File: src/rtl/ov7670_rgb444_orange_capture.sv
`timescale 1ns/1ps
// OV7670 RGB444 front end: pairs camera bytes into pixels, tracks column/row, flags orange pixels.
// Define FRAME_STATS_EN to add a per-frame orange pixel total (orange_total / orange_total_valid).
module ov7670_rgb444_orange_capture #(
    parameter int unsigned H_PIXELS = 320,
    parameter int unsigned V_LINES  = 240,
    parameter int unsigned R_MIN    = 10,
    parameter int unsigned G_MIN    = 3,
    parameter int unsigned G_MAX    = 9,
    parameter int unsigned B_MAX    = 4
) (
    input  logic        clk,
    input  logic        reset,
    input  logic [7:0]  cam_data,
    input  logic        cam_href,
    input  logic        cam_vsync,
    output logic [3:0]  red,
    output logic [3:0]  green,
    output logic [3:0]  blue,
    output logic        is_orange,
    output logic        pixel_valid,
    output logic        href_out,
    output logic [8:0]  x,
    output logic [7:0]  y,
    output logic        frame_done
`ifdef FRAME_STATS_EN
    ,
    output logic [16:0] orange_total,
    output logic        orange_total_valid
`endif
);
    localparam int unsigned N_W   = 4;
    localparam int unsigned X_W   = 9;
    localparam int unsigned Y_W   = 8;
    localparam int unsigned CNT_W = 17;

    typedef enum logic [1:0] {
        WAIT_FRAME,
        WAIT_LINE,
        BYTE_LO,
        BYTE_HI
    } state_t;

    state_t         state;
    logic           vsync_q;
    logic [N_W-1:0] hi_red;
    logic [X_W-1:0] col;
    logic [Y_W-1:0] row;
    logic           emitted;
    logic [N_W-1:0] green_c;
    logic [N_W-1:0] blue_c;
    logic           orange_c;
    logic           in_line_c;
    logic           accept_c;
`ifdef FRAME_STATS_EN
    logic [CNT_W-1:0] orange_count;
`endif

    // Classify the pixel formed by the held red nibble and the low byte on the bus
    always_comb begin
        green_c   = cam_data[7:4];
        blue_c    = cam_data[3:0];
        orange_c  = (hi_red >= N_W'(R_MIN)) && (green_c >= N_W'(G_MIN)) &&
                    (green_c <= N_W'(G_MAX)) && (blue_c <= N_W'(B_MAX)) &&
                    (hi_red > green_c);
        in_line_c = (state == BYTE_LO) || (state == BYTE_HI);
        accept_c  = (col < X_W'(H_PIXELS)) && (row < Y_W'(V_LINES));
    end

    always_ff @(posedge clk or posedge reset) begin
        if (reset) begin
            state       <= WAIT_FRAME;
            vsync_q     <= 1'b0;
            hi_red      <= '0;
            col         <= '0;
            row         <= '0;
            emitted     <= 1'b0;
            red         <= '0;
            green       <= '0;
            blue        <= '0;
            is_orange   <= 1'b0;
            pixel_valid <= 1'b0;
            href_out    <= 1'b0;
            x           <= '0;
            y           <= '0;
            frame_done  <= 1'b0;
`ifdef FRAME_STATS_EN
            orange_count       <= '0;
            orange_total       <= '0;
            orange_total_valid <= 1'b0;
`endif
        end else begin
            vsync_q     <= cam_vsync;
            pixel_valid <= 1'b0;
            frame_done  <= 1'b0;
`ifdef FRAME_STATS_EN
            orange_total_valid <= 1'b0;
`endif
            if (state != WAIT_FRAME && cam_vsync) begin
                // Frame abort wins over any line activity on the same edge
                state      <= WAIT_FRAME;
                col        <= '0;
                row        <= '0;
                href_out   <= 1'b0;
                emitted    <= 1'b0;
                frame_done <= emitted;
`ifdef FRAME_STATS_EN
                orange_count <= '0;
                if (emitted) begin
                    orange_total       <= orange_count;
                    orange_total_valid <= 1'b1;
                end
`endif
            end else if (in_line_c && !cam_href) begin
                state    <= WAIT_LINE;
                col      <= '0;
                row      <= (row < Y_W'(V_LINES)) ? row + Y_W'(1) : row;
                href_out <= 1'b0;
            end else begin
                case (state)
                    WAIT_FRAME: begin
                        if (vsync_q && !cam_vsync) state <= WAIT_LINE;
                    end
                    WAIT_LINE: begin
                        if (cam_href) begin
                            hi_red <= cam_data[3:0];
                            state  <= BYTE_LO;
                        end
                    end
                    BYTE_LO: begin
                        state <= BYTE_HI;
                        if (accept_c) begin
                            red         <= hi_red;
                            green       <= green_c;
                            blue        <= blue_c;
                            is_orange   <= orange_c;
                            x           <= col;
                            y           <= row;
                            pixel_valid <= 1'b1;
                            href_out    <= 1'b1;
                            emitted     <= 1'b1;
                            col         <= col + X_W'(1);
`ifdef FRAME_STATS_EN
                            if (orange_c) orange_count <= orange_count + CNT_W'(1);
`endif
                        end
                    end
                    BYTE_HI: begin
                        hi_red <= cam_data[3:0];
                        state  <= BYTE_LO;
                    end
                endcase
            end
        end
    end
endmodule
File: config.mk
export PLATFORM = sky130hd
export DESIGN_NAME = ov7670_rgb444_orange_capture
export DESIGN_NICKNAME = d
export VERILOG_FILES = /design/src/rtl/ov7670_rgb444_orange_capture.sv
export SDC_FILE = /design/constraint.sdc
export NUM_CORES = 1
export LEC_CHECK = 0
export BUFFER_PORTS_ARGS = -buffer_cell sky130_fd_sc_hd__buf_2
export CORE_MARGIN = 2
export CORE_UTILIZATION = 46
export DETAILED_ROUTE_END_ITERATION = 12
export PLACE_DENSITY = 0.7
export SLEW_MARGIN = 25
export SYNTH_ARGS = -nofsm -noshare
export SYNTH_HDL_FRONTEND = slang
export SYNTH_SLANG_ARGS = --single-unit
File: constraint.sdc
create_clock -name clk -period 1.41 [get_ports clk]
set_input_delay 0 -clock clk [delete_from_list [all_inputs] [get_ports clk]]
set_output_delay 0 -clock clk [all_outputs]
set_load 0.03 [all_outputs]
==> metrics.md <==
| Metric | Value |
|---|---|
| Result of the run | finished with violations |
| Horizontal die dimension | roughly 79 um |
| Post-detail-place hpwl | roughly 3500 um |
| Instance count of the mapped netlist | roughly 210 |
| Data arrival time at the worst-slack endpoint | between 1.5 and 2 ns |
| Worst setup SP type | register |
| Die boundary height | 78.8 um |
| Max-cap violation count | 0 |
| Worst ir drop on vdd | roughly 0.83 mV |
| Io pins | 45 |
| Clk root buf | sky130_fd_sc_hd__clkbuf_8 |
| Area of the mapped netlist | roughly 2600 sq um |
| Number of antenna violations at the first check in global routing | 0 |
| Overall power | 4250 uW |
| Synth async-reset ratio | 1.00 |
| Number of distinct library cells after synthesis | 43 |
| Syn. warnings | 0 |
| Worst hold path class | input port to asynchronous set/reset pin |
| Smallest setup slack after layout | -0.0387 ns |
| Cell area power density | approximately 1200 nW/um^2 |
| Instance area after placement | about 3100 sq um |
| Type of the worst setup path | register to register |
| Remaining max-slew budget at the tightest pin | 0.760 |
| Count of antenna-violating nets left after detailed routing | 0 |
| Clock network latency to the later pin of the worst-skew pair | between 0.3 and 0.4 ns |
| Most area-hungry cell type in the Yosys netlist | sky130_fd_sc_hd__dfrtp_1 |
| Weighted congestion reported at the end of routability-driven placement | around 0.8 |
| Count leader, synth | sky130_fd_sc_hd__dfrtp_1 |
| Final Slew Violations | 0 |
| Number of buffers added by the clock tree synthesis step | 9 |
| Number of placement rows | 27 |
| Wire length of the first global-routing pass | 8790 um |
| Number of inserted filler cells in the final layout | approximately 430 |
| Predominant post-synthesis flop cell | sky130_fd_sc_hd__dfrtp_1 |
| First drt pass iteration count | 4 |
| Share of cells above drive strength 1 | 0.459 |
| Number of buffers inserted by port buffering | 44 |
| Average footprint of a synthesized cell | about 12 sq um |
| Number of failing hold endpoints at the final stage | 0 |
| Detailed-route wire length | a little over 5000 um |
| Post-layout minimum cycle time | approximately 1.4 ns |
| Number of buffers on the longest clock path | 2 |
| Net count after synthesis | 231 |
| Post-synth top area share | 0.564 |
| Maximum fanout along the worst path | 22 |
| Ordered cell list for the critical path | o21ai_2 -> buf_4 -> nand4_4 -> buf_12 -> mux2_1 |
| Number of enable-type register cells in the synthesized netlist | 0 |
| Setup repair after global routing missed its margin | true |
| Number of endpoints failing setup at the final stage | 8 |
| Cell types with the highest counts after synthesis | 58 x sky130_fd_sc_hd__dfrtp_1, 23 x sky130_fd_sc_hd__mux2_2, 13 x sky130_fd_sc_hd__nand2_1, 13 x sky130_fd_sc_hd__o21ai_0, 9 x sky130_fd_sc_hd__nor2_1 |
| Post-Layout Inst Area | approximately 3500 sq um |
| Total die area | between 6000 and 7000 sq um |
| Number of vias per cell | between 5 and 6 |
| Initial Util | 0.471 |
| Number of sinks on the clock net | 58 |
| Count of nets after finishing | approximately 320 |
| Cell at the slowest stage of the critical path | sky130_fd_sc_hd__dfrtp_1 |
| Core box area | approximately 5500 sq um |
| Clock-pin slew of the registers on the worst-case setup and hold paths | around 0.070 ns |
| Clock skew | roughly 0.0081 ns |
| Flip-flop and latch count after synthesis | 58 |
| Leakage power | 0.00179 uW |
| Transition at the pin with the smallest max-transition slack | between 0.3 and 0.4 ns |
| Required time of the critical path | between 1.5 and 2 ns |
| DP Worst Slack | -0.0484 ns |
| Kind of end point of the critical path | register |
| Global router's overall resource usage | 0.181 |
| Diodes inserted | 0 |
| TritonCTS clock tree | yes |
| Share of the clock period used by the worst path after layout | 1.03 |
| Synthesis-to-layout area growth | 35.5% |
| Post-detailed-route DRC marker count | 0 |
| Biggest area contributors in the synthesized netlist | sky130_fd_sc_hd__dfrtp_1 56%, sky130_fd_sc_hd__mux2_2 10%, sky130_fd_sc_hd__ha_1 2.9% |
| Average wire per cell in the routed design | roughly 14 um |
| Residual overflow from global routing | 0 |
| Fmax | 0.690 GHz |
| Max stage delay on crit path | approximately 0.4 ns |
| Core Util, Final | 0.638 |
| Via total after detailed routing | a little under 2000 |
| Sequential element share of the synthesized area | 0.564 |
| Via count of the first global-routing pass | approximately 1900 |
| Pin count of the biggest net entering global routing | 59 |
| Detailed Route Iter0 Violations | 41 |
| # H-tree levels | 3 |
| Failing checks | setup timing |
## path summary, 6_finish.rpt
check | start | endpoint | slack [ns] | cells after the start
max | col[7] | x[0] | -0.04 | 5
min in group clk | cam_vsync | vsync_q | 0.43 | 2
min reg2reg | is_orange | is_orange | 0.49 | 2
min | reset | x[1] | 0.28 | 4
max in group asynchronous | reset | state[0] | 0.84 | 4
max reg2reg | col[7] | x[0] | -0.04 | 5
## kinds of logic after synthesis
| group | synth area share |
|---|---|
| XOR/XNOR | 0.0102 |
| flip-flops | 0.564 |
| AO/OA/AOI/OAI | 0.0865 |
| AND/OR/NAND/NOR | 0.146 |
| multiplexers | 0.126 |
| buffers and inverters | 0.0379 |
| adder cells (fa/ha/maj) | 0.0292 |
## layout by cell type, fill, tap and decap left out, types with 7 or more instances in the layout
master,netlist,layout
sky130_fd_sc_hd__dlygate4sd3_1,0,11
sky130_fd_sc_hd__mux2_2,23,23
sky130_fd_sc_hd__buf_4,0,25
sky130_fd_sc_hd__nand2_1,13,13
sky130_fd_sc_hd__inv_1,8,7
sky130_fd_sc_hd__dfrtp_1,58,56
sky130_fd_sc_hd__o21ai_0,13,13
sky130_fd_sc_hd__buf_2,2,44
sky130_fd_sc_hd__nor2_1,9,8
sky130_fd_sc_hd__clkbuf_8,0,9
## cell type report
cell class              count  area (sq um)  share of cell area
clock inverters             7          70.1              0.0201
inverters                   8          33.8             0.00968
multi-input cells         138          1120               0.320
flip-flops and latches     58          1450               0.417
well taps                  72          90.1              0.0258
clock buffers               9           124              0.0355
repair buffers             85           601               0.172
## routing by layer
| metal | vias up | GRT usage | part of all wire | routed length (um) |
|---|---|---|---|---|
| met3 | 4 | 0.0648 | 0.042 | 220 |
| met5 | - | 0 | 0 | 0 |
| met4 | 0 | 0.0414 | 0.0060 | 31 |
| met2 | 39 | 0.303 | 0.51 | 2660 |
| met1 | 963 | 0.227 | 0.44 | 2280 |
| li1 | 935 | - | - | - |
## critical path: cells and delay by family, from the launching register on
kind            cells  cell delay, ns
flops               1            0.39
buf+inv             2            0.34
mux                 1            0.31
compound gates      1            0.16
simple gates        1            0.13
## where the power goes
group	switching [uW]	internal, uW	leakage [uW]
Clock	664	807	0.0000873
Combinational	500	332	0.000920
Sequential	108	1830	0.000781
Total	1270	2970	0.00179
## state kept, by name, indices dropped and copies added (netlist names)
signal / flops
col: 9
state: 2
vsync_q: 1
y: 8
href_out: 1
green: 4
is_orange: 1
x: 9
frame_done: 1
emitted: 1
row: 8
blue: 4
hi_red: 4
red: 4
pixel_valid: 1
## repair_timing
action,in CTS,in global routing
gates resized for setup,5,17
hold endpoints to repair,74,0
hold buffers,11,0
setup buffers,2,1
gates cloned,0,0
pin swaps,2,5
endpoints found under the setup margin,31,38
## metrics by stage
stage | hold WS (ns) | instances | TNS, ns
5_1_grt | 0.312 | 377 | -2.03
2_1_floorplan | 0.0314 | 213 | -0.0594
3_3_place_gp | 0.104 | 347 | -0.0927
6_report | 0.282 | 377 | -0.186
3_5_place_dp | 0.107 | 347 | -0.682
4_1_cts | 0.291 | 376 | -0.340
(Power assumes the default switching activity.)
